[src/rtl/eth_tx_arbiter.sv]
// eth_tx_arbiter: request/grant arbiter that shares one GMII transmit port
// between the ARP (0), UDP (1) and ICMP (2) transmit engines. A frame is
// never cut or interleaved and an inter-frame gap is enforced on the port.
// Optional build macro: ARP_PRIO_EN (ARP always wins, UDP/ICMP round-robin).
`timescale 1ns/1ps
module eth_tx_arbiter #(
  parameter int IFG_CYCLES    = 12,
  parameter int START_TIMEOUT = 64
) (
  input  logic        clk,
  input  logic        rst_n,
  input  logic [2:0]  src_req,
  output logic [2:0]  src_gnt,
  input  logic [2:0]  src_done,
  input  logic [2:0]  src_tx_en,
  input  logic [23:0] src_txd,
  output logic        gmii_tx_en,
  output logic [7:0]  gmii_txd,
  output logic        busy,
  output logic [1:0]  cur_src,
  output logic        timeout_err
);

  localparam int CNT_MAX = (START_TIMEOUT > IFG_CYCLES) ? START_TIMEOUT : IFG_CYCLES;
  localparam int CW      = $clog2(CNT_MAX + 1);

  typedef enum logic [1:0] {
    IDLE  = 2'd0,
    GRANT = 2'd1,
    XFER  = 2'd2,
    GAP   = 2'd3
  } state_e;

  state_e        state_q, state_d;
  logic [1:0]    cur_q, cur_d;
  logic [1:0]    rr_q, rr_d;
  logic [CW-1:0] cnt_q, cnt_d;
  logic [2:0]    gnt_q, gnt_d;
  logic          err_q, err_d;
  logic          busy_q;
  logic          tx_en_q, tx_en_d;
  logic [7:0]    txd_q, txd_d;

  logic          own_req_s, own_done_s, own_tx_en_s;
  logic [7:0]    own_txd_s;
  logic          win_vld_s, upd_rr_s;
  logic [1:0]    winner_s;

  // (v + 1) mod 3 for a source index
  function automatic logic [1:0] inc_mod3(input logic [1:0] v);
    logic [1:0] r;
    case (v)
      2'd0:    r = 2'd1;
      2'd1:    r = 2'd2;
      default: r = 2'd0;
    endcase
    return r;
  endfunction

  // First requesting source scanning ptr, ptr+1, ptr+2 (mod 3); returns {valid, index}
  function automatic logic [2:0] rr_pick(input logic [2:0] req, input logic [1:0] ptr);
    logic [1:0] idx;
    logic [2:0] r;
    r   = 3'b000;
    idx = ptr;
    for (int i = 0; i < 3; i++) begin
      if (!r[2] && req[idx]) begin
        r = {1'b1, idx};
      end
      idx = inc_mod3(idx);
    end
    return r;
  endfunction

  // Select the owning source's request, done, tx_en and data; all others are ignored
  always_comb begin
    own_req_s   = 1'b0;
    own_done_s  = 1'b0;
    own_tx_en_s = 1'b0;
    own_txd_s   = 8'h00;
    case (cur_q)
      2'd0: begin
        own_req_s   = src_req[0];
        own_done_s  = src_done[0];
        own_tx_en_s = src_tx_en[0];
        own_txd_s   = src_txd[7:0];
      end
      2'd1: begin
        own_req_s   = src_req[1];
        own_done_s  = src_done[1];
        own_tx_en_s = src_tx_en[1];
        own_txd_s   = src_txd[15:8];
      end
      2'd2: begin
        own_req_s   = src_req[2];
        own_done_s  = src_done[2];
        own_tx_en_s = src_tx_en[2];
        own_txd_s   = src_txd[23:16];
      end
      default: begin
        own_req_s   = 1'b0;
        own_done_s  = 1'b0;
        own_tx_en_s = 1'b0;
        own_txd_s   = 8'h00;
      end
    endcase
  end

  // Pick the next winner from the pending requests
  always_comb begin
    logic [2:0] pick;
    pick = 3'b000;
`ifdef ARP_PRIO_EN
    if (src_req[0]) begin
      // ARP bypasses the rotation and leaves the pointer untouched
      pick     = 3'b100;
      upd_rr_s = 1'b0;
    end else begin
      pick     = rr_pick(src_req & 3'b110, rr_q);
      upd_rr_s = 1'b1;
    end
`else
    pick     = rr_pick(src_req, rr_q);
    upd_rr_s = 1'b1;
`endif
    win_vld_s = pick[2];
    winner_s  = pick[1:0];
  end

  // Next-state logic for the arbitration FSM
  always_comb begin
    state_d = state_q;
    cur_d   = cur_q;
    rr_d    = rr_q;
    cnt_d   = cnt_q;
    gnt_d   = 3'b000;
    err_d   = 1'b0;
    case (state_q)
      IDLE: begin
        if (win_vld_s) begin
          state_d = GRANT;
          cur_d   = winner_s;
          gnt_d   = 3'b001 << winner_s;
          cnt_d   = '0;
          if (upd_rr_s) begin
            rr_d = inc_mod3(winner_s);
          end else begin
            rr_d = rr_q;
          end
        end else begin
          state_d = IDLE;
        end
      end
      GRANT: begin
        if (own_done_s) begin
          state_d = GAP;
          cnt_d   = '0;
        end else if (own_tx_en_s) begin
          state_d = XFER;
        end else if (!own_req_s) begin
          state_d = IDLE;
        end else if (cnt_q == CW'(START_TIMEOUT - 1)) begin
          state_d = IDLE;
          err_d   = 1'b1;
        end else begin
          cnt_d = cnt_q + CW'(1);
        end
      end
      XFER: begin
        if (own_done_s) begin
          state_d = GAP;
          cnt_d   = '0;
        end else begin
          state_d = XFER;
        end
      end
      GAP: begin
        // A zero-cycle gap still spends one cycle here
        if ((cnt_q + CW'(1)) >= CW'(IFG_CYCLES)) begin
          state_d = IDLE;
        end else begin
          cnt_d = cnt_q + CW'(1);
        end
      end
      default: begin
        state_d = IDLE;
      end
    endcase
  end

  // GMII mux: forward the owner only while it holds the port, else drive idle
  always_comb begin
    tx_en_d = 1'b0;
    txd_d   = 8'h00;
    if (((state_q == GRANT) || (state_q == XFER)) && own_tx_en_s) begin
      tx_en_d = 1'b1;
      txd_d   = own_txd_s;
    end else begin
      tx_en_d = 1'b0;
      txd_d   = 8'h00;
    end
  end

  // FSM and bookkeeping registers
  always_ff @(posedge clk or negedge rst_n) begin
    if (!rst_n) begin
      state_q <= IDLE;
      cur_q   <= 2'd0;
      rr_q    <= 2'd0;
      cnt_q   <= '0;
      gnt_q   <= 3'b000;
      err_q   <= 1'b0;
      busy_q  <= 1'b0;
    end else begin
      state_q <= state_d;
      cur_q   <= cur_d;
      rr_q    <= rr_d;
      cnt_q   <= cnt_d;
      gnt_q   <= gnt_d;
      err_q   <= err_d;
      busy_q  <= (state_d != IDLE);
    end
  end

  // GMII output register stage
  always_ff @(posedge clk or negedge rst_n) begin
    if (!rst_n) begin
      tx_en_q <= 1'b0;
      txd_q   <= 8'h00;
    end else begin
      tx_en_q <= tx_en_d;
      txd_q   <= txd_d;
    end
  end

  assign src_gnt     = gnt_q;
  assign gmii_tx_en  = tx_en_q;
  assign gmii_txd    = txd_q;
  assign busy        = busy_q;
  assign cur_src     = cur_q;
  assign timeout_err = err_q;

endmodule

[config.mk]
export PLATFORM = sky130hd
export DESIGN_NAME = eth_tx_arbiter
export DESIGN_NICKNAME = d
export VERILOG_FILES = /design/src/rtl/eth_tx_arbiter.sv
export SDC_FILE = /design/constraint.sdc
export NUM_CORES = 1
export LEC_CHECK = 0
export ABC_AREA = 1
export ABC_CLOCK_PERIOD_IN_PS = 1900
export BUFFER_PORTS_ARGS = -buffer_cell sky130_fd_sc_hd__clkbuf_2
export CAP_MARGIN = 20
export CORE_ASPECT_RATIO = 0.9
export CORE_MARGIN = 1
export CORE_UTILIZATION = 50
export CTS_CLUSTER_DIAMETER = 150
export DETAILED_ROUTE_END_ITERATION = 10
export PLACE_DENSITY = 0.86
export SYNTH_ARGS = -nofsm -noshare
export SYNTH_HDL_FRONTEND = slang
export SYNTH_SLANG_ARGS = --single-unit
[constraint.sdc]
create_clock -name clk -period 1.9 [get_ports clk]
set_input_delay 0 -clock clk [delete_from_list [all_inputs] [get_ports clk]]
set_output_delay 0 -clock clk [all_outputs]
set_load 0.005 [all_outputs]
== Yosys cells after proc, flatten, opt, wreduce, memory -nomap -nowiden ==
Cells that the tools add are included.

* Add/sub/neg operators: 1
* Magnitude comparators: 4
* Equality and inequality tests: 15
* Shift-type cells: 1
* Multiplexer cells: 41
* Reductions and logical operators: 14

{| class="wikitable"
|+ Operator list
! cell !! count
|-
| $mux 7 || 7
|-
| $pmux 7 s4 || 1
|-
| $pmux 8 s3 || 1
|-
| $mux 3 || 5
|-
| $pmux 2 s2 || 3
|-
| $mux 1 || 11
|-
| $eq 2x1->1 const B || 5
|-
| $logic_not 2->1 || 5
|-
| $mux 2 || 5
|-
| $lt 2x3->1 const B || 3
|-
| $ne 3x3->1 const B || 3
|-
| $pmux 1 s3 || 3
|-
| $mux 8 || 1
|-
| $pmux 2 s4 || 1
|-
| $add 7x1->7 const B || 1
|-
| $eq 7x6->1 const B || 1
|-
| $ge 7x4->1 const B || 1
|-
| $bmux 1 s2 || 3
|-
| $eq 2x2->1 const B || 3
|-
| $ne 2x2->1 const B || 3
|-
| $reduce_and 6->1 || 1
|-
| $logic_and 1x1->1 || 3
|-
| $shl 1x2->3 const A || 1
|-
| $logic_not 1->1 || 2
|-
| other kinds (3) || 3
|}

* Flip-flop bits (word level): 27
* Output and inout port bits: 16
* Logic and storage cells: 85

== Logic depth before layout (Yosys ltp) ==
* Depth in word-level cells: 12
* Depth in mapped cells: 12
* Depth with buffers taken out: 12

== Worst setup path after synthesis ==
OpenSTA, ideal clock, no wires.

* Path type: register to register
* From: reg cnt_q[0]
* To: reg cnt_q[2]
* Data arrival time: 1.445 ns
* Path slack: 0.339 ns
* Cell stages (with the launch flop): 12
* Period minus slack after synthesis: 1.561 ns
* Cell sequence: dfrtp_1 > ha_1 > nand3_1 > nor2_2 > inv_1 > nand2_1 > nor2_1 > nand2_1 > nand2_2 > nand2_4 > nand2_1 > nand2_1

* Word-level cells in the longest chain between the ends: 6
* Elaborated cells between the ends (all ways): 12

{| class="wikitable"
|+ Ends and longest elaborated chain
! item !! line !! text
|-
| from (decl) || 37 || <nowiki>logic [CW-1:0] cnt_q, cnt_d;</nowiki>
|-
| from (signal assigned) || 218 || <nowiki>cnt_q <= cnt_d;</nowiki>
|-
| parallel branches: the longest is 6 deep, another holds $add 7x1->7 || - ||
|}

Several ways; the timed one is not identified. The select of a mux whose other input is x is not followed.
A chain may end at the register's enable or synchronous reset.

== Worst setup path in the final report ==
* From: reg cur_q[0] (netlist: cur_src[0])
* To: reg cnt_q[1]

* Word-level cells in the longest chain between the ends: 4
* Elaborated cells between the ends (all ways): 13

{| class="wikitable"
|+ Ends and longest elaborated chain
! item !! line !! text
|-
| from (decl) || 35 || <nowiki>logic [1:0] cur_q, cur_d;</nowiki>
|-
| from (signal assigned) || 216 || <nowiki>cur_q <= cur_d;</nowiki>
|-
| $eq 2x2->1, or another cell as far along || 81 || <nowiki>case (cur_q)</nowiki>
|-
| $pmux 1 s3 || 81 ||
|-
| $ne 3x3->1 (no line), or another cell as far along || - ||
|-
| $reduce_and 6->1 (no line) / $pmux 7 s4 (equally long branches) || - ||
|}

Parallel ways exist; a longest one is shown, timed or not.

==> summary.md <==
| Metric | Value |
|---|---|
| DRC violations left | `0` |
| Number of iterations in the first detailed-routing pass | `4` |
| Clock Path Buffers | `2` |
| Setup slack, reg-to-reg | `0.16 ns` |
| Clock-pin slew on the worst setup and hold paths | `0.09 ns` |
| Worst setup EP type | `flip-flop` |
| Initial antenna violation count | `0` |
| Syn_area_per_cell | `7.36 sq um` |
| Final ANT Viol Nets | `0` |
| Share of layout cells above drive strength 1 | `0.266` |
| Setup Viol. Count Final | `0` |
| Post-Syn Nets | `274` |
| Crit path required time | `2.06 ns` |
| Clock Latency Late Sink | `0.27 ns` |
| R2r worst-path depth | `11` |
| Number of global-route vias before repair | `1807` |
| VDD IR max | `0.000870 V` |
| Leak | `0.00125 uW` |
| Clk sinks | `27` |
| Vias | `1804` |
| Die X | `63.7 microns` |
| RePlAce Congestion | `0.853` |
| Clk_skew | `0.00166 ns` |
| H-tree lvl count | `1` |
| Crit path max-delay family | `simple AND/OR/NAND/NOR gates` |
| Dpl hpwl | `3030 microns` |
| First-pass GRT wire length | `7710 microns` |
| CP bufs+invs | `1` |
| Worst Hold Path Cells | `3` |
| Post-Synthesis Cells | `233` |
| Crit-path cells | `inv_2, nor2_4, nand2_2, nand3_4, nor2_4, nand2_4, nand2_2, nor2_8, nand2_4, nand2_1, nand2_1` |
| Clock root buffer | `clkbuf_8` |
| Largest net degree at the start of global routing | `28` |
| Grt total ovfl | `0` |
| Antenna diodes | `0` |
| Status | `finished, final reports clean` |
| Crit path max-delay cell type | `dfrtp_1` |
| Final WS setup | `0.165 ns` |
| Hold Vio Cnt, Final | `0` |
| Initial Util | `0.542` |
| Crit path launch type | `flip-flop` |
| Critical Path Stages | `11` |
| CORE AREA | `3160 sq um` |
| Peak per-stage delay on the critical path | `0.54 ns` |
| Worst-margin pin slew | `0.660 ns` |
| Fin area | `2280 sq um` |
| Setup Crit Path Kind | `reg -> reg` |
| R2R Path End | `cnt_q[1]` |
| Worst r2r src | `cur_src[0]` |
| Ys Warns | `0` |
| Iter 0 DRT Violations | `87` |
| Min Tclk post-route | `1.74 ns` |
| Final worst path period share | `0.913` |
| Worst Hold End | `gmii_txd[0]` |
| CTS tree | `done` |
| Synth cell types | `25` |
| MaxCap Viol Count | `0` |
| Vias per cell | `5.15` |
| CP Data Arrival Time | `1.90 ns` |
| DR WL/cell | `12.8 microns` |
| Sum Neg Setup Slack | `0 ns` |
| Hold Startpoint | `src_txd[8]` |
| Synth Cell Area | `1710 sq um` |
| Register area share after synthesis | `0.394` |
| Layout overhead on the synthesized area | `33.1%` |
| Power density cells | `1240 nW/um^2` |
| NumNets Final | `350` |
| Hold WC Path Type | `in -> reg` |
| Max Fanout on Critical Path | `8` |
| Cell Area, Placed | `2030 sq um` |
| Pre-CTS setup slack | `0.180 ns` |
| Total CTS buffers | `3` |
| Slew Viols, Final | `0` |
| Die ar. | `3670 sq um` |
| Die span in y | `57.5 microns` |
| Boundary pin count | `51` |
| GRT Util Overall | `0.268` |
| Detailed Route WL | `4470 microns` |
| Row cnt | `19` |
| Slew headroom | `0.560` |
| Port bufs | `50` |
| Hold Slack | `0.00301 ns` |
| Synth Register Bits | `27` |
| Fmax | `0.576 GHz` |
## kinds of logic (layout without fill, tap and decap cells)
kind of cell               after synthesis  count (layout)  synth area share
buffers and inverters                   31             106            0.0715
adders and majority gates                6               6            0.0438
and+or+nand+nor                        149             149             0.425
DFF                                     27              27             0.394
AOI/OAI and AO/OA                       20              20            0.0657
## area by class of cell
cell class              count  area [sq um]
repair buffers             73           473
multi-input cells         175           925
well taps                  42          52.6
clock buffers               4          45.0
flip-flops and latches     27           676
inverters                  29           110
fillers                   236           881
## where the power goes
group	total (uW)	leakage, uW	switching (uW)	internal [uW]
clock network	316	0.0000228	166	150
logic	1610	0.000870	1010	601
registers	908	0.000359	152	757
## cell usage after synthesis, drive strengths merged
cell | number | area, sq um
nand3b | 4 | 30.0
and2 | 1 | 6.26
inv | 28 | 105
nand3 | 28 | 170
nor2 | 27 | 145
nand4 | 1 | 6.26
o21ai | 5 | 25.0
buf | 2 | 12.5
ha | 6 | 75.1
nand2 | 88 | 370
a21oi | 6 | 30.0
o211ai | 1 | 7.51
a31oi | 8 | 50.1
clkinv | 1 | 5.00
dfrtp | 27 | 676
## flip-flops by register name (all words and copies together), names as in the netlist
name / count
busy: 1
cnt_q: 7
cur_src: 2
gmii_tx_en: 1
gmii_txd: 8
rr_q: 2
src_gnt: 3
state_q: 2
timeout_err: 1
## layer usage
metal / track usage / vias up / share of wire / wire length, microns
li1: - / 892 / - / -
met1: 0.329 / 838 / 0.42 / 1890
met2: 0.486 / 66 / 0.51 / 2270
met3: 0.0480 / 8 / 0.057 / 256
met4: 0.0682 / 0 / 0.014 / 62
met5: 0 / - / 0 / 0
## stage by stage
stage	std cells	power, uW	util
final	350	2840	0.721
after global routing	350	3090	0.721
after CTS	350	2820	0.719
after detailed placement	326	2460	0.641
after global placement	326	2410	0.641
after floorplan	233	2010	-
## cell usage in the layout, fill, tap and decap left out
master         Yosys  routed
dfrtp_1           27      27
nand2_2            7       7
nor2_4             3       3
nand3_1           25      25
clkbuf_1           0       1
nor2_1            21      19
nand3b_1           4       4
nand3_4            2       2
ha_1               6       6
nor2_2             2       4
inv_2              3       3
dlygate4sd3_1      0      20
nand2_1           78      78
nand3_2            1       1
a21oi_2            0       1
clkinv_2           1       1
nand4_1            1       1
o21ai_0            4       4
a31oi_1            8       8
nand2_4            3       3
o211ai_1           1       1
inv_1             25      25
clkbuf_2           0      50
nor2_8             1       1
a21oi_1            6       5
buf_4              1       3
and2_1             1       1
o21ai_1            1       1
clkbuf_8           0       3
## worst register-to-register path: stages (launching register included)
cell     delay (ns)
dfrtp_1        0.54
inv_2          0.11
nor2_4         0.20
nand2_2        0.09
nand3_4        0.10
nor2_4         0.06
nand2_4        0.06
nand2_2        0.08
nor2_8         0.18
nand2_4        0.10
nand2_1        0.07
nand2_1        0.05
## what timing repair did
item / CTS / global route
buffers inserted: 0 / 0
setup endpoints to repair: 0 / 8
resized for setup: 0 / 3
hold endpoints to repair: 35 / 0
hold buffers: 20 / 0
## worst max-delay path by stage
stage | start | to | slack [ns]
finish | cur_src[0] | cnt_q[1] | 0.16
global route | cnt_q[1] | cnt_q[0] | -0.001
CTS | cnt_q[1] | cnt_q[6] | 0.16
global placement | cur_src[0] | cnt_q[3] | 0.20
detailed placement | cnt_q[1] | cnt_q[0] | 0.18
floorplan | cnt_q[0] | cnt_q[2] | 0.34
Power figures use the tool's default switching activity.
